### config.mk
export PLATFORM = sky130hd
export DESIGN_NAME = jp_pad_emu
export DESIGN_NICKNAME = d
export VERILOG_FILES = /design/src/rtl/jp_pkg.sv /design/src/rtl/jp_sync.sv /design/src/rtl/jp_pad_emu.sv
export SDC_FILE = /design/constraint.sdc
export NUM_CORES = 1
export LEC_CHECK = 0
export ABC_AREA = 0
export BUFFER_PORTS_ARGS = -buffer_cell sky130_fd_sc_hd__clkbuf_2
export CAP_MARGIN = 10
export CORE_MARGIN = 10
export CORE_UTILIZATION = 45
export DETAILED_ROUTE_END_ITERATION = 8
export GPL_ROUTABILITY_DRIVEN = 0
export HOLD_SLACK_MARGIN = 0.05
export PLACE_DENSITY_LB_ADDON = 0.3
export RECOVER_POWER = 25
export SLEW_MARGIN = 20
export SYNTH_ARGS = -nofsm -noshare
export SYNTH_HDL_FRONTEND = slang
export SYNTH_SLANG_ARGS = --single-unit
### constraint.sdc
create_clock -name clk -period 1.35 [get_ports clk]
set_input_delay 0.27 -clock clk [delete_from_list [all_inputs] [get_ports clk]]
set_output_delay 0.27 -clock clk [all_outputs]
set_load 0.05 [all_outputs]
### src/rtl/jp_pkg.sv
// ----------------------------------------------------------------------------
// jp_pkg : button bit indices and helpers shared by the emulated NES pad.
// Rev 1.0
// ----------------------------------------------------------------------------
`default_nettype none

package jp_pkg;

  localparam int JP_BTN_W  = 8;
  localparam int BTN_A      = 0;
  localparam int BTN_B      = 1;
  localparam int BTN_SELECT = 2;
  localparam int BTN_START  = 3;
  localparam int BTN_UP     = 4;
  localparam int BTN_DOWN   = 5;
  localparam int BTN_LEFT   = 6;
  localparam int BTN_RIGHT  = 7;

  typedef logic [JP_BTN_W-1:0] btn_t;

  // Forces A/B to released when the auto-fire phase is in its "off" half.
  function automatic btn_t turbo_filter(input btn_t value, input logic [1:0] mask,
                                        input logic phase);
    btn_t clr;
    clr        = '0;
    clr[BTN_A] = mask[0];
    clr[BTN_B] = mask[1];
    return phase ? (value & ~clr) : value;
  endfunction

endpackage

`default_nettype wire

### src/rtl/jp_sync.sv
// ----------------------------------------------------------------------------
// jp_sync : multi-flop synchronizer with synced level and rising-edge pulse.
// Rev 1.0
// ----------------------------------------------------------------------------
`default_nettype none

module jp_sync #(
  parameter int SYNC_STAGES = 2
) (
  input  logic clk,
  input  logic rst,
  input  logic din,
  output logic level,
  output logic rise
);

  logic [SYNC_STAGES-1:0] sync_q;
  logic                   prev;

  always_ff @(posedge clk) begin
    if (rst) begin
      sync_q <= '0;
      prev   <= 1'b0;
    end else begin
      sync_q <= {sync_q[SYNC_STAGES-2:0], din};
      prev   <= sync_q[SYNC_STAGES-1];
    end
  end

  assign level = sync_q[SYNC_STAGES-1];
  assign rise  = level & ~prev;

endmodule

`default_nettype wire

### src/rtl/jp_pad_emu.sv
// ----------------------------------------------------------------------------
// jp_pad_emu : emulated 4021-style NES pad driven by host-written button state.
// Optional auto-fire on A/B enabled by defining TURBO_PAD_EN.
// Rev 1.0
// ----------------------------------------------------------------------------
`default_nettype none

module jp_pad_emu
  import jp_pkg::*;
#(
  parameter int SYNC_STAGES   = 2
`ifdef TURBO_PAD_EN
  , parameter int TURBO_LATCHES = 4
`endif
) (
  input  logic                clk,
  input  logic                rst,
  input  logic                btn_wr,
  input  logic [JP_BTN_W-1:0] btn_din,
  input  logic                jp_latch,
  input  logic                jp_clk,
`ifdef TURBO_PAD_EN
  input  logic [1:0]          turbo_mask,
`endif
  output logic                jp_data,
  output logic [JP_BTN_W-1:0] btn_state,
  output logic [15:0]         latch_cnt
);

  logic latch_lvl;
  logic latch_rise;
  logic clk_lvl;
  logic clk_rise;
  btn_t pending;
  btn_t shift;
  btn_t shift_nx;
  btn_t raw_load;
  btn_t load_val;

  jp_sync #(.SYNC_STAGES(SYNC_STAGES)) u_latch_sync (
    .clk   (clk),
    .rst   (rst),
    .din   (jp_latch),
    .level (latch_lvl),
    .rise  (latch_rise)
  );

  jp_sync #(.SYNC_STAGES(SYNC_STAGES)) u_clk_sync (
    .clk   (clk),
    .rst   (rst),
    .din   (jp_clk),
    .level (clk_lvl),
    .rise  (clk_rise)
  );

  // A write coinciding with a load is bypassed so the new state is seen immediately.
  assign raw_load = btn_wr ? btn_din : pending;

`ifdef TURBO_PAD_EN
  logic [15:0] turbo_cnt;
  logic        phase;
  logic        load_phase;

  // Reloads while latch stays high reuse the phase captured at the rising edge.
  assign load_val = turbo_filter(raw_load, turbo_mask, latch_rise ? phase : load_phase);

  always_ff @(posedge clk) begin
    if (rst) begin
      turbo_cnt  <= '0;
      phase      <= 1'b0;
      load_phase <= 1'b0;
    end else if (latch_rise) begin
      load_phase <= phase;
      if (turbo_cnt == 16'(TURBO_LATCHES - 1)) begin
        turbo_cnt <= '0;
        phase     <= ~phase;
      end else begin
        turbo_cnt <= turbo_cnt + 16'd1;
      end
    end
  end
`else
  assign load_val = raw_load;
`endif

  always_comb begin
    shift_nx = shift;
    if (latch_lvl) begin
      shift_nx = load_val;
    end else if (clk_rise && clk_lvl) begin
      shift_nx = {1'b0, shift[JP_BTN_W-1:1]};
    end
  end

  always_ff @(posedge clk) begin
    if (rst) begin
      pending   <= '0;
      shift     <= '0;
      jp_data   <= 1'b1;
      latch_cnt <= '0;
    end else begin
      if (btn_wr) begin
        pending <= btn_din;
      end
      shift   <= shift_nx;
      jp_data <= ~shift_nx[0];
      if (latch_rise) begin
        latch_cnt <= latch_cnt + 16'd1;
      end
    end
  end

  assign btn_state = pending;

endmodule

`default_nettype wire
== After elaboration in Yosys (flattened, before gate mapping) ==
Cells that the tools add are included.

* Register bits: 39
* Bits of input ports: 13
* Word-level logic and storage cells: 20

* $add $sub $neg: 1
* Mux-type cells: 3
* Bitwise logic cells: 5
* Reductions and logical operators: 2

{| class="wikitable"
|+ Operator list
! kind !! number
|-
| $mux 8 || 3
|-
| $add 16x1->16 const B || 1
|-
| $not 1->1 || 3
|-
| $and 1x1->1 || 2
|-
| $reduce_bool 2->1 || 1
|-
| $logic_and 1x1->1 || 1
|}

== Logic depth before layout (Yosys ltp) ==
Gate-level depths: netlist of the first run.

* Depth in word-level cells: 6
* Gate-level depth with buffers: 6

== By module ==
From an unflattened synthesis of the first run, not the netlist that was laid out.

* Cell total of the unflattened synthesis: 156
* Area total of the unflattened synthesis: 1616.6 um^2

{| class="wikitable"
|+ Modules (own cells, without submodules)
! module !! times used !! cells an instance !! area an instance (um^2) !! seq. area each (um^2)
|-
| jp_pad_emu || 1 || 142 || 1441.4 || 660.6
|-
| jp_sync || 2 || 7 || 87.6 || 60.1
|}

== Worst setup path after synthesis of the first run ==
Ideal clock, no wire load.

* Path kind: flip-flop to flip-flop
* Start point: reg latch_cnt[0]
* End point: reg latch_cnt[14]
* Data arrival time: 1.828 ns
* Required time: 1.279 ns
* Slack: -0.548 ns
* Stages on the path, launching flop included: 6
* Buffers on the path: 0
* Clock period less this slack: 1.898 ns
* Path through: dfxtp_1 > ha_1 > nand3b_1 > nor2_1 > or4b_1 > a21oi_1

* Longest elaborated chain between the ends: 1

{| class="wikitable"
|+ RTL lines
! item !! RTL line !! source
|-
| start, declared || jp_pad_emu.sv:27 || <nowiki>output logic [15:0] latch_cnt</nowiki>
|-
| start signal, assigned || jp_pad_emu.sv:108 || <nowiki>latch_cnt <= latch_cnt + 16'd1;</nowiki>
|-
| $add 16x1->16 || jp_pad_emu.sv:108 ||
|}

Every way passes these cells.
A chain may end at the register's enable or synchronous reset.

== Final worst setup path of the first run ==
* Start point: reg latch_cnt[1]
* End point: reg latch_cnt[14]

Same word-level chain as after synthesis.

==> results of run 1 <==
[worst max-delay path, stage by stage, from the launching register on]
cell and delay, ps:
dfxtp_4 380, ha_4 120, nand3b_1 160, nor2_2 150, or4b_1 450, a21oi_1 140
[kinds of logic (layout without fill, tap and decap cells)]
| group | count (synthesis) | count (layout) | synth area share |
|---|---|---|---|
| AOI/OAI and AO/OA | 20 | 20 | 0.0836 |
| xor gates and xnor gates | 11 | 11 | 0.0625 |
| adders and majority gates | 1 | 1 | 0.00812 |
| buffers and inverters | 11 | 68 | 0.0317 |
| DFF | 39 | 39 | 0.506 |
| muxes | 13 | 13 | 0.0844 |
| and+or+nand+nor | 63 | 63 | 0.223 |
[final cells by class]
cell class | instances | area share
Multi-Input combinational cell | 108 | 0.365
Clock buffer | 8 | 0.0329
Inverter | 2 | 0.00359
Sequential cell | 39 | 0.393
Tap cell | 46 | 0.0275
Timing Repair Buffer | 58 | 0.179
[registers in the layout, indices dropped and copies added, names as in the netlist]
signal	count
latch_cnt	16
btn_state	8
shift	8
u_clk_sync.sync_q	2
u_latch_sync.sync_q	2
jp_data	1
u_clk_sync.prev	1
u_latch_sync.prev	1
[metal layers]
metal,wire length (um),vias up,part of all wire,global-route usage
met4,76,0,0.021,0.0645
met3,152,7,0.042,0.0387
li1,-,659,-,-
met1,1340,629,0.37,0.108
met2,2010,25,0.56,0.229
met5,0,-,0,0
[report_power, final]
group	internal, mW	leakage, nW	switching [mW]
Combinational	0.0733	0.527	0.136
Sequential	1.17	0.327	0.0171
Clock	0.307	0.0386	0.367
Total	1.55	0.893	0.520
[path summary, 6_finish.rpt]
kind / from / depth (start not counted) / endpoint / slack, ps
min: jp_clk / 2 / u_clk_sync.sync_q[0] / 130
min reg2reg: u_latch_sync.sync_q[0] / 1 / u_latch_sync.sync_q[1] / 460
max: latch_cnt[1] / 5 / latch_cnt[14] / -110
max reg2reg: latch_cnt[1] / 5 / latch_cnt[14] / -110
[placed cells by master, fill, tap and decap left out, types with 3 or more instances in the layout]
master,count
a211oi_1,6
a21oi_1,3
buf_4,26
clkbuf_2,26
clkbuf_4,7
dfxtp_1,26
dfxtp_2,3
dfxtp_4,10
mux2i_1,13
nand2_1,9
nand4_1,4
nor2_1,20
nor2b_1,10
o21ai_1,5
xnor2_1,5
xor2_1,6
[through the flow]
step	power, mW	std cells	TNS [ps]	instance area, sq um	hold slack [ps]
3_5_place_dp	1.42	253	-205	1970	445
4_1_cts	2.09	261	-228	2080	118
3_3_place_gp	1.41	253	-10.0	1970	429
2_1_floorplan	1.36	158	-430	1610	398
6_report	2.07	261	-163	2090	131
5_1_grt	2.15	261	-794	2090	131
[repair_timing]
action,in CTS,in global routing
pin swaps,8,1
endpoints found under the setup margin,13,21
endpoints found under the hold margin,0,0
resized for setup,12,14
==> impl_metrics.env, run 1 <==
export IMPL_drtPass1Iterations=4
export IMPL_final_max_slew_viol_count=0
export IMPL_fmax_mhz=687
export IMPL_required_ps=1630
export IMPL_ctsHoldBuffers=0
export IMPL_timing_slew_headroom=0.694
export IMPL_synth_cell_types=33
export IMPL_path_class="reg2reg"
export IMPL_cts_made_buffers=5
export IMPL_violations="negative setup slack"
export IMPL_finalCritPeriodShare=1.08
export IMPL_synth_top_area_cell="dfxtp_1"
export IMPL_ys_seq_area_frac=0.506
export IMPL_syn_area_sq_um=1540
export IMPL_cts_root_buf="clkbuf_4"
export IMPL_cts_max_path_buffers=2
export IMPL_ant_nets=0
export IMPL_syn_mean_instance_area_sq_um=9.76
export IMPL_drive_gt1_frac=0.419
export IMPL_vias_per_cell=5.06
export IMPL_arrival_ps=1730
export IMPL_fin_util=0.632
export IMPL_clk_pin_slew_ps=110
export IMPL_finalWorstSetupSlack_ps=-105
export IMPL_clkLatencyLatePin_ps=340
export IMPL_grt_max_degree=28
export IMPL_finalCriticalPeriod_ps=1460
export IMPL_fin_skew_ps=5.53
export IMPL_first_global_vias=1317
export IMPL_grt_overflow=0
export IMPL_synthArstFlopShare=0
export IMPL_syn_inst=158
export IMPL_p_leak_nw=0.893
export IMPL_synth_area_leaders="dfxtp_1, mux2i_1, nor2_1"
export IMPL_dp_slack_ps=-123
export IMPL_synth_edf_count=0
export IMPL_postCtsSetupRepairBufs=0
export IMPL_start_util=0.466
export IMPL_regArea_sq_um=822
export IMPL_synth_top_cell_area_share=0.506
export IMPL_drt_iter0_drc=73
export IMPL_yosysMostFrequentCell="dfxtp_1"
export IMPL_grt_pass1_wl_mm=5.96
export IMPL_num_io_pins=38
export IMPL_vias=1320
export IMPL_core_sq_um=3310
export IMPL_rsz0062_at_grt="yes"
export IMPL_power_density_nw_per_um2=987
export IMPL_routed_wl_mm=3.58
export IMPL_port_buffers=37
export IMPL_diodes=0
export IMPL_die_height_um=78.5
export IMPL_design_die_area_sq_um=6170
export IMPL_area_growth_pct=35.8
export IMPL_vdd_ir_drop_max_uv=756
export IMPL_ctsHtreeMaxLevel=2
export IMPL_yosys_warnings=0
export IMPL_critPathLaunchType="register"
export IMPL_status="complete, but fails checks"
export IMPL_die_x_um=78.5
export IMPL_hpwl_mm=2.78
export IMPL_finalNetCount=228
export IMPL_final_fill_count=282
export IMPL_antenna_found_initial=0
export IMPL_syn_num_nets=172
export IMPL_grt_util_all_layers=0.119
export IMPL_worstSetupEndpointType="register"
export IMPL_rows=21
export IMPL_cts_tree="yes"
export IMPL_drc_errors=0
export IMPL_synth_top_cells_by_count="dfxtp_1, nor2_1, mux2i_1, nor2b_1, nand2_1"
export IMPL_hold_class="in2reg"
export IMPL_setup_viol=3
export IMPL_cts_sinks=39
export IMPL_ys_ff_latch=39
export IMPL_crit_fanout=5
export IMPL_maxCapViolations=0
export IMPL_wl_per_cell_um=13.7
export IMPL_worst_pin_slew_ps=459
export IMPL_ys_flop_type="dfxtp_1"
export IMPL_hold_viol_final=0
export IMPL_multi_input_area_sq_um=763
(Power assumes the default switching activity.)
==> run 2: changes to the inputs <==
==> constraint.sdc (replaced) <==
create_clock -name clk -period 1.35 [get_ports clk]
set_input_delay 0.0675 -clock clk [delete_from_list [all_inputs] [get_ports clk]]
set_output_delay 0.0675 -clock clk [all_outputs]
set_load 0.05 [all_outputs]
==> impl_metrics.env, run 2 (synthesis results as in run 1) <==
export IMPL_die_x_um=78.5
export IMPL_crit_start="latch_cnt[1]"
export IMPL_worstSetupEndpointType="register"
export IMPL_routed_wl_mm=4.02
export IMPL_port_buffers=37
export IMPL_grt_util_all_layers=0.126
export IMPL_cts_tree="yes"
export IMPL_path_class="reg2reg"
export IMPL_dp_cells=253
export IMPL_r2r_start="latch_cnt[1]"
export IMPL_hpwl_mm=2.72
export IMPL_final_cell_area_sq_um=2240
export IMPL_num_io_pins=38
export IMPL_tns_ps=-497
export IMPL_r2r_setup_slack_ps=-100
export IMPL_finalNetCount=243
export IMPL_drt_iter0_drc=27
export IMPL_drc_errors=0
export IMPL_rsz0062_at_grt="yes"
export IMPL_p_leak_nw=0.990
export IMPL_share_comb_of_total_power=0.106
export IMPL_largest_reg_flops=16
export IMPL_core_sq_um=3310
export IMPL_power_internal_mw=1.62
export IMPL_ctsHtreeMaxLevel=2
export IMPL_violations="negative setup slack"
export IMPL_fin_cells=276
export IMPL_grt_max_degree=21
export IMPL_clkLatencyLatePin_ps=350
export IMPL_cts_root_buf="clkbuf_4"
export IMPL_design_die_area_sq_um=6170
export IMPL_grt_overflow=0
export IMPL_first_global_vias=1415
export IMPL_final_max_slew_viol_count=0
export IMPL_diodes=0
export IMPL_drtPass1Iterations=4
export IMPL_wl_per_cell_um=14.6
export IMPL_drive_gt1_frac=0.426
export IMPL_switching_power_uw=545
export IMPL_arrival_ps=1690
export IMPL_status="complete, but fails checks"
export IMPL_hold_class="in2reg"
export IMPL_fin_util=0.675
export IMPL_final_fill_count=272
export IMPL_crit_fanout=3
export IMPL_reg2reg_depth=5
export IMPL_required_ps=1590
export IMPL_reg2reg_to="latch_cnt[14]"
export IMPL_mostFrequentLayoutCells="clkbuf_2, dfxtp_1, buf_4"
export IMPL_dpl_cell_area_sq_um=1960
export IMPL_finalWorstSetupSlack_ps=-101
export IMPL_critPathLaunchType="register"
export IMPL_power_density_nw_per_um2=967
export IMPL_finalCriticalPeriod_ps=1450
export IMPL_seqPwrFrac=0.548
export IMPL_vias=1376
export IMPL_fmax_mhz=689
export IMPL_endpoint="latch_cnt[14]"
export IMPL_worst_pin_slew_ps=430
export IMPL_start_util=0.466
export IMPL_ant_nets=0
export IMPL_power_switching_share=0.252
export IMPL_vdd_ir_drop_max_uv=625
export IMPL_hold_viol_final=0
export IMPL_area_growth_pct=45.0
export IMPL_clkPwrFrac=0.346
export IMPL_antenna_found_initial=0
export IMPL_timing_slew_headroom=0.710
export IMPL_fin_skew_ps=16.8
export IMPL_cts_sinks=39
export IMPL_cts_made_buffers=5
export IMPL_vias_per_cell=4.99
export IMPL_timing_hold_ws_ps=155
export IMPL_regMostFlops="latch_cnt"
export IMPL_clk_pin_slew_ps=120
export IMPL_setup_viol=8
export IMPL_finalCritPeriodShare=1.07
export IMPL_grt_pass1_wl_mm=6.32
export IMPL_maxCapViolations=0
export IMPL_rows=21
export IMPL_dp_slack_ps=-117
export IMPL_finalPower_mw=2.16
export IMPL_die_height_um=78.5
export IMPL_cts_max_path_buffers=2
export IMPL_final_common_cell="clkbuf_2"
## run 2: changes by cell type in the layout (fill, tap and decap cells not counted), moves of 2 or more
cell           before  now
clkbuf_1            2    0
buf_2               2    0
clkbuf_2           26   37
clkbuf_4            7    5
dlygate4sd3_1       0   10
## run 2: final cells by class
type / instances / area, sq um / area share
flip-flops and latches: 39 / 823 / 0.368
multi-input cells: 108 / 782 / 0.350
clock buffers: 7 / 76.3 / 0.0341
clock inverters: 1 / 5.00 / 0.00224
inverters: 2 / 7.51 / 0.00336
well taps: 46 / 57.6 / 0.0257
repair buffers: 73 / 484 / 0.217
## run 2: worst min path at each step
stage,start,endpoint,slack [ps],cells past startpoint
3_3_place_gp,jp_latch,u_latch_sync.sync_q[0],280,2
2_1_floorplan,jp_clk,u_clk_sync.sync_q[0],200,1
4_1_cts,rst,u_clk_sync.sync_q[0],150,2
6_report,rst,u_clk_sync.sync_q[0],160,2
3_5_place_dp,jp_clk,u_clk_sync.sync_q[0],280,2
5_1_grt,rst,u_clk_sync.sync_q[0],190,2
## run 2: critical path, cell delays in order, from the launching register on
cell      delay (ps)
dfxtp_4          380
ha_4             120
nand3b_1         140
buf_4            180
o41ai_1          430
a21oi_2          100
## run 2: repair_timing
item | 4_1_cts | 5_1_grt
pin swaps | 3 | 1
endpoints found under the hold margin | 10 | 0
gates resized for setup | 7 | 7
setup endpoints to repair | 5 | 9
setup buffers | 2 | 3
hold buffers | 10 | 0
## run 2: power groups by stage
stage / registers (mW) / clock network (mW) / logic [mW]
after floorplan: 1.27 / 0 / 0.0855
after global placement: 1.21 / 0 / 0.200
after detailed placement: 1.21 / 0 / 0.206
after CTS: 1.18 / 0.762 / 0.229
after global routing: 1.19 / 0.802 / 0.249
final: 1.18 / 0.749 / 0.229
## run 2: layer usage
metal	wire length, um	part of all wire	track usage	vias to the layer above
met3	165	0.041	0.0376	13
met1	1480	0.37	0.114	642
met5	0	0	0	-
met4	97	0.024	0.0699	0
met2	2280	0.57	0.244	32
li1	-	-	-	689
